**src/rtl/response_system_top.sv**
```systemverilog
// response_system_top: ticket dispenser feeding five service counters (A..E) with
// fixed-length service timers and lowest-letter-first dispatch.
module response_system_top #(
   parameter int unsigned SERVICE_CYCLES = 10
) (
   input  logic       clk,
   input  logic       rst,
   input  logic       button,
   output logic [5:0] current_number,
   output logic       counterA,
   output logic       counterB,
   output logic       counterC,
   output logic       counterD,
   output logic       counterE,
   output logic [5:0] number_service,
   output logic [3:0] counter_call,
   output logic [5:0] A_serviceNumber,
   output logic [5:0] B_serviceNumber,
   output logic [5:0] C_serviceNumber,
   output logic [5:0] D_serviceNumber,
   output logic [5:0] E_serviceNumber
);
   logic [5:0] cur_q, ns_q;
   logic [3:0] call_q;
   logic [4:0] busy_q;
   logic [5:0] sn_q [5];
   logic [7:0] tmr_q [5];
   logic [6:0] diff, wrap;
   logic [5:0] pend;
   logic [2:0] sel;
   logic       full, go;

   function automatic logic [5:0] nxt(input logic [5:0] n);
      return (n == 6'd63) ? 6'd1 : n + 6'd1;
   endfunction

   // tickets live on a 63-value ring (1..63), so 0 and 63 are the same slot
   always_comb begin
      diff = {1'b0, cur_q} - {1'b0, ns_q};
      wrap = diff + 7'd63;
      pend = diff[6] ? wrap[5:0] : (&diff[5:0] ? 6'd0 : diff[5:0]);
      full = pend == 6'd62;
      sel  = 3'd5;
      for (int i = 4; i >= 0; i--)
         if (!busy_q[i]) sel = 3'(i);
      go   = (cur_q != ns_q) && (sel != 3'd5);
   end

   always_ff @(posedge clk or negedge rst) begin
      if (!rst) begin
         cur_q  <= '0;
         ns_q   <= '0;
         call_q <= '0;
         busy_q <= '0;
         for (int i = 0; i < 5; i++) begin
            sn_q[i]  <= '0;
            tmr_q[i] <= '0;
         end
      end else begin
         if (button && !full) cur_q <= nxt(cur_q);
         if (go) begin
            ns_q   <= nxt(ns_q);
            call_q <= {1'b0, sel} + 4'd1;
         end
         for (int i = 0; i < 5; i++) begin
            if (go && sel == 3'(i)) begin
               busy_q[i] <= 1'b1;
               tmr_q[i]  <= SERVICE_CYCLES[7:0];
               sn_q[i]   <= nxt(ns_q);
            end else if (tmr_q[i] != 8'd0) begin
               tmr_q[i] <= tmr_q[i] - 8'd1;
               if (tmr_q[i] == 8'd1) busy_q[i] <= 1'b0;
            end
         end
      end
   end

   assign current_number  = cur_q;
   assign number_service  = ns_q;
   assign counter_call    = call_q;
   assign {counterE, counterD, counterC, counterB, counterA} = busy_q;
   assign A_serviceNumber = sn_q[0];
   assign B_serviceNumber = sn_q[1];
   assign C_serviceNumber = sn_q[2];
   assign D_serviceNumber = sn_q[3];
   assign E_serviceNumber = sn_q[4];
endmodule

```
**config.mk**
```make
export PLATFORM = sky130hd
export DESIGN_NAME = response_system_top
export DESIGN_NICKNAME = d
export VERILOG_FILES = /design/src/rtl/response_system_top.sv
export SDC_FILE = /design/constraint.sdc
export NUM_CORES = 1
export LEC_CHECK = 0
export BUFFER_PORTS_ARGS = -buffer_cell sky130_fd_sc_hd__clkbuf_2
export CORE_MARGIN = 2
export CORE_UTILIZATION = 56
export CTS_CLUSTER_DIAMETER = 30
export DETAILED_ROUTE_END_ITERATION = 12
export PLACE_DENSITY_LB_ADDON = 0.2
export SLEW_MARGIN = 20
export SYNTH_ARGS = -nofsm -noshare
export SYNTH_HDL_FRONTEND = slang
export SYNTH_SLANG_ARGS = --single-unit
```
**constraint.sdc**
```tcl
create_clock -name clk -period 3.3 [get_ports clk]
set_clock_uncertainty 0.1 [all_clocks]
set_input_delay 0.165 -clock clk [delete_from_list [all_inputs] [get_ports clk]]
set_output_delay 0.165 -clock clk [all_outputs]
set_load 0.02 [all_outputs]
```
After elaboration in Yosys (flattened, before gate mapping)
Cells that the tools add are included.
Cells by class
  $add $sub $neg: 10
  equality and inequality tests: 14
  multiplexer cells: 34
  reductions and logical operators: 30
Operators with widths (count)
  $mux W8: 10
  $eq A8 B1 Y1 const B: 5
  $reduce_bool A8 Y1: 5
  $sub A8 B1 Y8 const B: 5
  $mux W6: 4
  $reduce_bool A2 Y1: 10
  $eq A6 B6 Y1 const B: 3
  $mux W1: 16
  $add A6 B1 Y6 const B: 2
  $mux W3: 4
  $reduce_and A2 Y1: 5
  $logic_and A1 B1 Y1: 7
  $sub A6 B6 Y7: 1
  $add A6 B6 Y6 const B: 1
  $eq A3 B2 Y1 const B: 2
  $ne A6 B6 Y1: 1
  $reduce_and A6 Y1: 1
  $add A3 B1 Y4 const B: 1
  $eq A3 B1 Y1 const B: 1
  $eq A3 B3 Y1 const B: 1
  $logic_not A3 Y1: 1
  $ne A3 B3 Y1 const B: 1
  $logic_not A1 Y1: 1
Storage, ports and cells
  bits in registers: 91
  input port bits: 3
  output and inout bits: 51
  word-level logic and storage cells: 106

Depth between registers and ports, before layout
  word-level depth: 10
  gate-level depth with buffers: 12
  mapped depth without buffers: 12

Worst setup path before layout
Ideal clock, no wire load.
  path type: reg2reg
  start: register ns_q[0] (netlist: number_service[0])
  end: register cur_q[1] (netlist: current_number[1])
  setup time: 0.125 ns
  arrival: 2.699 ns
  data required time: 3.075 ns
  path slack: 0.375 ns
  cell stages (with the launch flop): 12
  path buffers: 0
  clock period less this slack: 2.925 ns
  cells stage by stage: dfrtp_1 ha_1 inv_1 fa_1 inv_1 ha_1 nor3_1 o221a_2 a21oi_1 a211oi_4 nand2b_4 mux2_4
Between the ends
  longest elaborated chain between the ends: 7
  elaborated cells between the ends (all ways): 8
  those cells by class: add/sub: 2; eq/ne: 1; mux: 2; reduce/logical: 3
Ends and longest elaborated chain
  start, declared: line 23  | logic [5:0] cur_q, ns_q;
  start signal, assigned: line 62  | ns_q <= nxt(ns_q);
  $sub A6 B6 Y7 *: line 39  | diff = {1'b0, cur_q} - {1'b0, ns_q};
  parallel branches: the longest is 2 deep, another holds $add A6 B6 Y6
  $mux W6 *: line 41  | pend = diff[6] ? wrap[5:0] : (&diff[5:0] ? 6'd0 : diff[5:0]);
  $eq A6 B6 Y1 *: line 42  | full = pend == 6'd62;
  $logic_not A1 Y1 *: line 60  | if (button && !full) cur_q <= nxt(cur_q);
  $logic_and A1 B1 Y1 *: line 60
  end signal, assigned: line 60
  end, declared: line 23
Every way passes the cells marked *.
A chain may end at the register's enable or synchronous reset.

Worst setup path in the final report
Same ends and word-level chain as after synthesis.

==> run_summary.xml <==
<?xml version="1.0" encoding="UTF-8"?>
<metrics>
  <group name="floorplanning">
    <metric name="design.core.area" unit="sq um">7810</metric>
    <metric name="initial_core_util" unit="%">58.4</metric>
    <metric name="die_w" unit="microns">94.3</metric>
    <metric name="ioPinCount" unit="">54</metric>
    <metric name="dieArea" unit="sq um">8890</metric>
    <metric name="chip_height" unit="microns">94.3</metric>
    <metric name="row_count" unit="">32</metric>
  </group>
  <group name="global_route">
    <metric name="grt_first_pass_wirelength" unit="microns">16100</metric>
    <metric name="grt_max_degree" unit="">51</metric>
    <metric name="via_count_of_the_first_global_routing_pass" unit="">3413</metric>
    <metric name="globalRoute.totalOverflow" unit="">0</metric>
    <metric name="antenna_violations_before_repair" unit="">0</metric>
    <metric name="total_routing_usage_reported_by_global_routing" unit="%">23.5</metric>
  </group>
  <group name="worst_setup_path">
    <metric name="required" unit="ns">3.45</metric>
    <metric name="reg2reg_from" unit="">number_service[0]</metric>
    <metric name="worstSetupPathType" unit="">reg2reg</metric>
    <metric name="cp_data_arrival_time" unit="ns">3.03</metric>
    <metric name="reg2reg_setup_slack" unit="ns">0.42</metric>
    <metric name="timing.critical_path.from_type" unit="">flop</metric>
    <metric name="reg2regPathDepth" unit="">11</metric>
    <metric name="end_kind" unit="">flop</metric>
    <metric name="worstPathMaxFanout" unit="">8</metric>
    <metric name="rr_endpoint" unit="">current_number[1]</metric>
  </group>
  <group name="synth">
    <metric name="synthDistinctLibCells" unit="">48</metric>
    <metric name="post_synth_main_area_contributors" unit="">sky130_fd_sc_hd__dfrtp_1, sky130_fd_sc_hd__nand2_1, sky130_fd_sc_hd__ha_1</metric>
    <metric name="mappedNetlistNets" unit="">511</metric>
    <metric name="most_area_hungry_cell_type_in_the_yosys_netlist" unit="">sky130_fd_sc_hd__dfrtp_1</metric>
    <metric name="syn-instance-count" unit="">482</metric>
    <metric name="yosysTopAreaCellShare" unit="%">49.9</metric>
    <metric name="synthesis.area" unit="sq um">4560</metric>
    <metric name="ys_seq_area_share" unit="%">49.9</metric>
    <metric name="yosys_reg_bits" unit="">91</metric>
    <metric name="postSynth.asyncResetShare" unit="%">100</metric>
    <metric name="avgSynthCellArea" unit="sq um">9.47</metric>
    <metric name="synth-edff-count" unit="">0</metric>
    <metric name="synth_top_flop_cell" unit="">sky130_fd_sc_hd__dfrtp_1</metric>
    <metric name="yosysWarningCount" unit="">0</metric>
  </group>
  <group name="timing">
    <metric name="highest_clock_rate" unit="GHz">0.348</metric>
    <metric name="final-hold-violation-count" unit="">0</metric>
    <metric name="slew_hr" unit="%">48.3</metric>
    <metric name="timing_worst_slew_pin_value" unit="ns">0.771</metric>
    <metric name="setup_tns" unit="ns">0</metric>
    <metric name="maxSlewViolCount" unit="">0</metric>
    <metric name="final_period_minus_worst_setup_slack" unit="ns">2.88</metric>
    <metric name="timing.final.setup_violations" unit="">0</metric>
    <metric name="unrepaired_setup_endpoints_after_global_routing" unit="">false</metric>
    <metric name="fin_crit_sh" unit="%">87.1</metric>
  </group>
  <group name="cts">
    <metric name="cts-root-buf" unit="">sky130_fd_sc_hd__clkbuf_8</metric>
    <metric name="cts_inserted_buffers" unit="">9</metric>
    <metric name="post_cts_resized" unit="">0</metric>
    <metric name="worst_skew_pair.late_latency" unit="ns">0.36</metric>
    <metric name="cts_max_level" unit="">3</metric>
    <metric name="cts_max_path_buffers" unit="">2</metric>
    <metric name="clk_transition_reported_paths" unit="ns">0.09</metric>
    <metric name="clock_tree_from_tritoncts" unit="">built</metric>
    <metric name="clock-sinks" unit="">91</metric>
  </group>
  <group name="cells_and_area">
    <metric name="nets" unit="">568</metric>
    <metric name="multiInputGateArea" unit="sq um">2140</metric>
    <metric name="antenna_cells" unit="">0</metric>
    <metric name="synthToLayoutAreaGrowth" unit="%">12.2</metric>
    <metric name="area.sequential" unit="sq um">2280</metric>
    <metric name="post_route_cells_drive_above_1_share" unit="%">15.0</metric>
    <metric name="most_frequent_cells_in_the_layout" unit="">sky130_fd_sc_hd__dfrtp_1, sky130_fd_sc_hd__nand2_1, sky130_fd_sc_hd__clkbuf_2</metric>
    <metric name="layout_commonest_cell" unit="">sky130_fd_sc_hd__dfrtp_1</metric>
    <metric name="num-fill-cells" unit="">663</metric>
  </group>
  <group name="route">
    <metric name="vias_per_cell" unit="">5.53</metric>
    <metric name="drt_wl_total" unit="microns">9580</metric>
    <metric name="ant_nets" unit="">0</metric>
    <metric name="drt-initial-drc-count" unit="">137</metric>
    <metric name="routedWlPerCell" unit="microns">14.9</metric>
    <metric name="post-route-drc-count" unit="">0</metric>
    <metric name="dr.pass1.iters" unit="">4</metric>
    <metric name="via_count" unit="">3554</metric>
  </group>
  <group name="flow_run">
    <metric name="timing.max_cap.violations" unit="">0</metric>
  </group>
  <group name="hold_path">
    <metric name="min_from" unit="">button</metric>
    <metric name="min_delay_worst_endpoint" unit="">current_number[5]</metric>
    <metric name="worst_hold_path_cell_count" unit="">3</metric>
    <metric name="holdCritPathClass" unit="">in2reg</metric>
  </group>
  <group name="placement">
    <metric name="finalWeightedCongestion" unit="">0.895</metric>
    <metric name="io_buffer_count" unit="">53</metric>
    <metric name="dp.final_hpwl" unit="microns">7060</metric>
  </group>
  <group name="status">
    <metric name="status" unit="">complete, no violations</metric>
  </group>
</metrics>
## synthesized netlist by cell type, types with 4 or more instances
cell type and n:
sky130_fd_sc_hd__dfrtp_1 91, sky130_fd_sc_hd__nand2_1 90, sky130_fd_sc_hd__o21ai_0 42, sky130_fd_sc_hd__nor2_1 37, sky130_fd_sc_hd__inv_1 26, sky130_fd_sc_hd__ha_1 25, sky130_fd_sc_hd__a21oi_1 20, sky130_fd_sc_hd__nor3_1 18
sky130_fd_sc_hd__xnor2_1 18, sky130_fd_sc_hd__nand3_1 13, sky130_fd_sc_hd__clkbuf_1 8, sky130_fd_sc_hd__nor4_1 8, sky130_fd_sc_hd__or3_1 7, sky130_fd_sc_hd__and3_1 6, sky130_fd_sc_hd__o21ai_1 6, sky130_fd_sc_hd__xor2_1 6
sky130_fd_sc_hd__mux2_2 5, sky130_fd_sc_hd__buf_2 4, sky130_fd_sc_hd__nand4_1 4
## state kept, by name, indices dropped and copies added (netlist names)
register / flops
A_serviceNumber: 6
B_serviceNumber: 6
C_serviceNumber: 6
D_serviceNumber: 6
E_serviceNumber: 6
busy_q: 5
counter_call: 4
current_number: 6
number_service: 6
tmr_q: 40
## what timing repair did
item / in CTS / in global routing
hold endpoints to repair: 48 / 0
hold buffers: 1 / 0
buffers inserted: 0 / 0
## through the flow
stage | std cells | worst slack [ns] | instance area, sq um | utilization, % | hold slack [ns]
3_3_place_gp | 629 | 0.515 | 4940 | 63.3 | 0.128
4_1_cts | 643 | 0.425 | 5120 | 65.6 | 0.0417
6_report | 643 | 0.424 | 5120 | 65.6 | 0.0402
2_1_floorplan | 482 | 0.375 | 4560 | - | -0.231
3_5_place_dp | 629 | 0.438 | 4940 | 63.3 | 0.126
5_1_grt | 643 | 0.221 | 5120 | 65.6 | 0.0557
## layout make-up
class | count | share of cell area [%]
flip-flops and latches | 91 | 44.5
multi-input cells | 353 | 41.8
repair buffers | 58 | 6.01
clock buffers | 10 | 2.49
well taps | 102 | 2.49
inverters | 26 | 1.91
clock inverters | 3 | 0.831
## kinds of logic after synthesis
| kind of cell | count (synthesis) | synth area share, % |
|---|---|---|
| simple gates | 208 | 21.7 |
| xor+xnor | 24 | 4.61 |
| buf+inv | 38 | 3.24 |
| mux | 9 | 2.22 |
| compound gates | 86 | 11.1 |
| flops | 91 | 49.9 |
| fa+ha+maj | 26 | 7.29 |
## how the worst max path moves through the flow
stage,slack (ns),start,to
after global routing,0.22,number_service[0],current_number[1]
after detailed placement,0.44,number_service[0],current_number[1]
final,0.42,number_service[0],current_number[1]
after global placement,0.51,number_service[0],current_number[1]
after floorplan,0.38,number_service[0],current_number[1]
after CTS,0.42,number_service[0],current_number[1]
## routing by layer
layer	vias to the layer above	wire, microns	GRT usage [%]
li1	1766	-	-
met1	1717	4520	32.1
met2	62	4580	38.9
met3	9	374	3.37
met4	0	110	7.25
met5	-	0	0
## worst max-delay path: stages, from the launching register on
cell and delay [ns]:
sky130_fd_sc_hd__dfrtp_1 0.49, sky130_fd_sc_hd__ha_1 0.22, sky130_fd_sc_hd__inv_1 0.05, sky130_fd_sc_hd__fa_1 0.52
sky130_fd_sc_hd__inv_1 0.05, sky130_fd_sc_hd__ha_1 0.26, sky130_fd_sc_hd__nor3_1 0.13, sky130_fd_sc_hd__o221a_2 0.20
sky130_fd_sc_hd__a21oi_1 0.09, sky130_fd_sc_hd__a211oi_4 0.19, sky130_fd_sc_hd__nand2b_4 0.18, sky130_fd_sc_hd__mux2_4 0.30
Power is not shown: default switching activity piles up to over one toggle a cycle in this logic, so the estimate is an artifact.
